File: config.mk
export PLATFORM = sky130hd
export DESIGN_NAME = rr_fifo_push_arbiter
export DESIGN_NICKNAME = d
export VERILOG_FILES = /design/src/rtl/rr_fifo_push_arbiter.sv
export SDC_FILE = /design/constraint.sdc
export NUM_CORES = 1
export LEC_CHECK = 0
export BUFFER_PORTS_ARGS = -buffer_cell sky130_fd_sc_hd__buf_4
export CORE_AREA = 2 2 107 57
export DETAILED_ROUTE_END_ITERATION = 6
export DIE_AREA = 0 0 109 59
export PLACE_DENSITY = 0.71
export SYNTH_ARGS = -nofsm -noshare
export SYNTH_HDL_FRONTEND = slang
export SYNTH_SLANG_ARGS = --single-unit
export TNS_END_PERCENT = 100
File: constraint.sdc
create_clock -name clk_i -period 9.4 [get_ports clk_i]
set_input_delay 1.41 -clock clk_i [delete_from_list [all_inputs] [get_ports clk_i]]
set_output_delay 1.41 -clock clk_i [all_outputs]
set_load 0.01 [all_outputs]
File: src/rtl/rr_fifo_push_arbiter.sv
// Round-robin arbiter that shares one FIFO push port among NUM_REQ requesters,
// with a RUN/FLUSH/ACK sequence for flushing the FIFO and restarting arbitration.
module rr_fifo_push_arbiter #(
  parameter int NUM_REQ    = 4,
  parameter int DATA_WIDTH = 2
) (
  input  logic                          clk_i,
  input  logic                          rst_i,
  input  logic [NUM_REQ-1:0]            req_i,
  input  logic [NUM_REQ*DATA_WIDTH-1:0] data_i,
  output logic [NUM_REQ-1:0]            gnt_o,
  input  logic                          fifo_full_i,
  output logic                          fifo_push_o,
  output logic [DATA_WIDTH-1:0]         fifo_data_o,
  output logic                          fifo_flush_o,
  input  logic                          flush_req_i,
  output logic                          flush_ack_o,
  output logic [$clog2(NUM_REQ)-1:0]    gnt_idx_o,
  output logic [NUM_REQ*8-1:0]          grant_cnt_o
);

  localparam int IDX_W = $clog2(NUM_REQ);

  typedef enum logic [1:0] {
    ST_RUN   = 2'd0,
    ST_FLUSH = 2'd1,
    ST_ACK   = 2'd2
  } state_t;

  state_t             state_r, state_s;
  logic [IDX_W-1:0]   ptr_r;
  logic [IDX_W-1:0]   gnt_idx_r;
  logic [7:0]         cnt_r [NUM_REQ];
  logic [NUM_REQ-1:0] gnt_s;
  logic [IDX_W-1:0]   gnt_k_s;
  logic               grant_en_s;
  logic               push_s;

  // Next-state, round-robin pick and strobe outputs
  always_comb begin : comb_main
    logic [IDX_W-1:0] idx_v;
    logic             hit_v;
    logic             found_v;
    state_s      = state_r;
    gnt_s        = '0;
    gnt_k_s      = '0;
    idx_v        = '0;
    hit_v        = 1'b0;
    found_v      = 1'b0;
    fifo_flush_o = 1'b0;
    flush_ack_o  = 1'b0;
    case (state_r)
      ST_RUN:   state_s = flush_req_i ? ST_FLUSH : ST_RUN;
      ST_FLUSH: state_s = ST_ACK;
      ST_ACK:   state_s = ST_RUN;
      default:  state_s = ST_RUN;
    endcase
    if (!rst_i) begin
      fifo_flush_o = (state_r == ST_FLUSH);
      flush_ack_o  = (state_r == ST_ACK);
    end else begin
      fifo_flush_o = 1'b0;
      flush_ack_o  = 1'b0;
    end
    grant_en_s = (state_r == ST_RUN) && !rst_i && !flush_req_i && !fifo_full_i;
    // Search upward from the pointer; index arithmetic wraps since NUM_REQ is 2^n
    for (int i = 0; i < NUM_REQ; i++) begin
      idx_v        = ptr_r + IDX_W'(i);
      hit_v        = grant_en_s && !found_v && req_i[idx_v];
      gnt_s[idx_v] = hit_v;
      gnt_k_s      = hit_v ? idx_v : gnt_k_s;
      found_v      = found_v | hit_v;
    end
    push_s      = |gnt_s;
    gnt_o       = gnt_s;
    fifo_push_o = push_s;
    if (push_s) begin
      fifo_data_o = data_i[gnt_k_s*DATA_WIDTH +: DATA_WIDTH];
    end else begin
      fifo_data_o = '0;
    end
  end

  // State, priority pointer and last-grant index
  always_ff @(posedge clk_i) begin
    if (rst_i) begin
      state_r   <= ST_RUN;
      ptr_r     <= '0;
      gnt_idx_r <= '0;
    end else begin
      state_r <= state_s;
      if (state_r == ST_ACK) begin
        ptr_r     <= '0;
        gnt_idx_r <= '0;
      end else if (push_s) begin
        ptr_r     <= gnt_k_s + IDX_W'(1);
        gnt_idx_r <= gnt_k_s;
      end else begin
        ptr_r     <= ptr_r;
        gnt_idx_r <= gnt_idx_r;
      end
    end
  end

  // Saturating per-requester grant counters; flush leaves them intact
  always_ff @(posedge clk_i) begin
    for (int k = 0; k < NUM_REQ; k++) begin
      if (rst_i) begin
        cnt_r[k] <= 8'd0;
      end else if (gnt_s[k] && (cnt_r[k] != 8'hFF)) begin
        cnt_r[k] <= cnt_r[k] + 8'd1;
      end else begin
        cnt_r[k] <= cnt_r[k];
      end
    end
  end

  // Flatten counters onto the output bus
  always_comb begin
    grant_cnt_o = '0;
    for (int k = 0; k < NUM_REQ; k++) begin
      grant_cnt_o[k*8 +: 8] = cnt_r[k];
    end
  end

  assign gnt_idx_o = gnt_idx_r;

endmodule

==> flow_summary.ini <==
[clocking]
cts_hold_buf = 0
ctsRootBufferMaster = clkbuf_8
numCtsBuffers = 5
cts_tree = yes
post_cts_buffers = 0
cts_max_path_buffers = 2
clk_pin_slew_worst_paths_ns = 0.07
h-tree-depth = 2
clk_latency_ns = 0.29
clock-sinks = 38
cts_resized = 0

[power]
p_switching_mw = 0.316
p_per_area_nw_per_um2 = 264
clockPowerShare_pct = 13.6
power_leakage_nw = 1.21
ir_worst_vdd_uv = 132
internal-power_mw = 0.472
p_sw_share_pct = 40.1
p_comb_share_pct = 48.0
p_seq_share_pct = 38.4

[sta]
final-setup-viol-count = 0
period_share_pct = 52.6
slew-limit-headroom_pct = 48.3
setup_ws_ns = 4.46
rsz0062_at_grt = false
tns_ns = 0
hold_viol_final = 0
finClkSkew_ns = 0.00988
holdWs_ns = 0.485
tightest_slew_ns = 0.774
timing.fmax_mhz = 202
slew_viol_final = 0
post-route-min-period_ns = 4.94

[floorplanning]
chipHeight_um = 59
fp.dieW_um = 109
die_area_um2 = 6430
pin_count = 59
num_rows = 19
floorplan.initialDensity_pct = 44.5
core_um2 = 5400

[place]
dp_hpwl_um = 3820
dp.cells = 355
pre_cts_slack_ns = 4.50
numPortBuffers = 58
dpl_cell_area_um2 = 2900
gp_congestion = 0.791

[logic_synthesis]
async_flop_share_pct = 0
synth_ff_type = edfxtp_1
ys_ff_latch = 38
synth_top_cell_area_share_pct = 40.0
synthCells = 228
synth_area_leaders = edfxtp_1 (40%), nor2_1 (6.1%), ha_1 (5.7%)
syn_area_um2 = 2400
synth_largest_area_cell = edfxtp_1
avgSynthCellArea_um2 = 10.5
synthDistinctLibCells = 39
synth_edf_count = 32
synth_common_cells = nor2_1 (39), edfxtp_1 (32), nand3_1 (17)
synth.most_common_cell = nor2_1
ys_seq_area_share_pct = 45.0
synth_nets = 255
yosys_warnings = 0

[global_route]
grt.busiest_layer = met2
grt_use_met1_pct = 21.1
grt.met2_usage_pct = 28.1
grt_pass1_wl_um = 8200
overflow = 0
grt_usage_pct = 16.5
grt_pass1_vias = 1792
antenna_found_initial = 0
grt_util_met3_pct = 2.97
grt_max_degree = 18

[setup_path]
worstSetupEndpointType = output port
max_stage_delay_ns = 0.64
worstPathCellList = inv_1 -> ha_1 -> mux4_1 -> nor2b_1 -> o21bai_1 -> a21o_1 -> mux4_2 -> and2_1 -> buf_4
critPathRequiredTime_ns = 7.99
crit_arrival_ns = 3.53
critPathKind = reg2out
start_kind = flip-flop
critPathMaxFanout = 12
slowest_stage = dfxtp_1

[layout]
postLayoutCellArea_um2 = 2980
fin_cells = 363
layout-drive-gt1-share_pct = 25.2
num_antenna_cells = 0
fillers = 485
final_nets = 316
area.growth.synth_to_final_pct = 24.1

[drt]
drtIter0Drc = 69
dr.pass1.iters = 4
vias = 1928
ant_nets = 0
wl_per_cell_um = 14.1
drcViolationCount = 0
via_per_inst = 5.31
totalWireLength_um = 5110

[job]
maxCapViolCount = 0

[status]
status = completed

[worst_hold_path]
hp-class = reg2reg
## layout by cell type, fill, tap and decap left out, types with 6 or more instances in the layout
master,n
buf_4,58
nand3b_1,8
edfxtp_1,32
nand2_1,15
ha_1,11
dfxtp_1,6
nand3_1,17
xnor2_1,10
inv_1,10
xor2_1,13
nor2_1,39
## logic make-up after synthesis
family / share of synthesized area [%]
compound gates: 8.92
simple gates: 22.1
flops: 45.0
buf+inv: 2.82
mux: 7.04
fa+ha+maj: 5.74
xor+xnor: 8.39
## sequential cells by signal (all words and copies together), names as in the netlist
name       cells
ptr_r          2
state_r        2
cnt_r         32
gnt_idx_o      2
## layout make-up
cell class	count	area, um2	share of cell area, %
inverters	10	37.5	1.26
multi-input cells	176	1250	42.0
well taps	73	91.3	3.07
repair buffers	58	435	14.6
clock inverters	2	8.76	0.294
flip-flops and latches	38	1080	36.3
clock buffers	6	72.6	2.44
## worst paths after layout
kind | endpoint | start | depth (start not counted) | slack, ns
worst max-delay path | fifo_data_o[0] | ptr_r[0] | 9 | 4.46
worst min-delay path | state_r[1] | state_r[1] | 1 | 0.48
worst max register to register | cnt_r[3][5] | ptr_r[0] | 9 | 5.87
worst min register to register | state_r[1] | state_r[1] | 1 | 0.48
## per-layer routing
metal,vias up,part of all wire [%]
li1,948,-
met1,901,45
met2,60,49
met3,19,4.2
met4,0,2.5
met5,-,0
## power by group through the flow
stage | clock network (mW) | logic [mW] | registers, mW
after floorplan | 0 | 0.235 | 0.309
after global placement | 0 | 0.369 | 0.303
after detailed placement | 0 | 0.378 | 0.306
after CTS | 0.108 | 0.379 | 0.303
after global routing | 0.116 | 0.416 | 0.312
final | 0.107 | 0.378 | 0.302
## worst max-delay path: cells and delay by family (launching register included)
| family | cells | cell delay (ns) |
|---|---|---|
| compound gates | 2 | 0.37 |
| fa+ha+maj | 1 | 0.44 |
| buf+inv | 2 | 0.37 |
| flops | 1 | 0.64 |
| mux | 2 | 1.09 |
| simple gates | 2 | 0.34 |
## per-stage QoR
step,total power [mW],util [%]
2_1_floorplan,0.544,-
3_3_place_gp,0.672,53.7
3_5_place_dp,0.684,53.7
4_1_cts,0.790,55.2
5_1_grt,0.845,55.2
6_report,0.788,55.2
No activity file was read; power rests on OpenSTA's default activity.
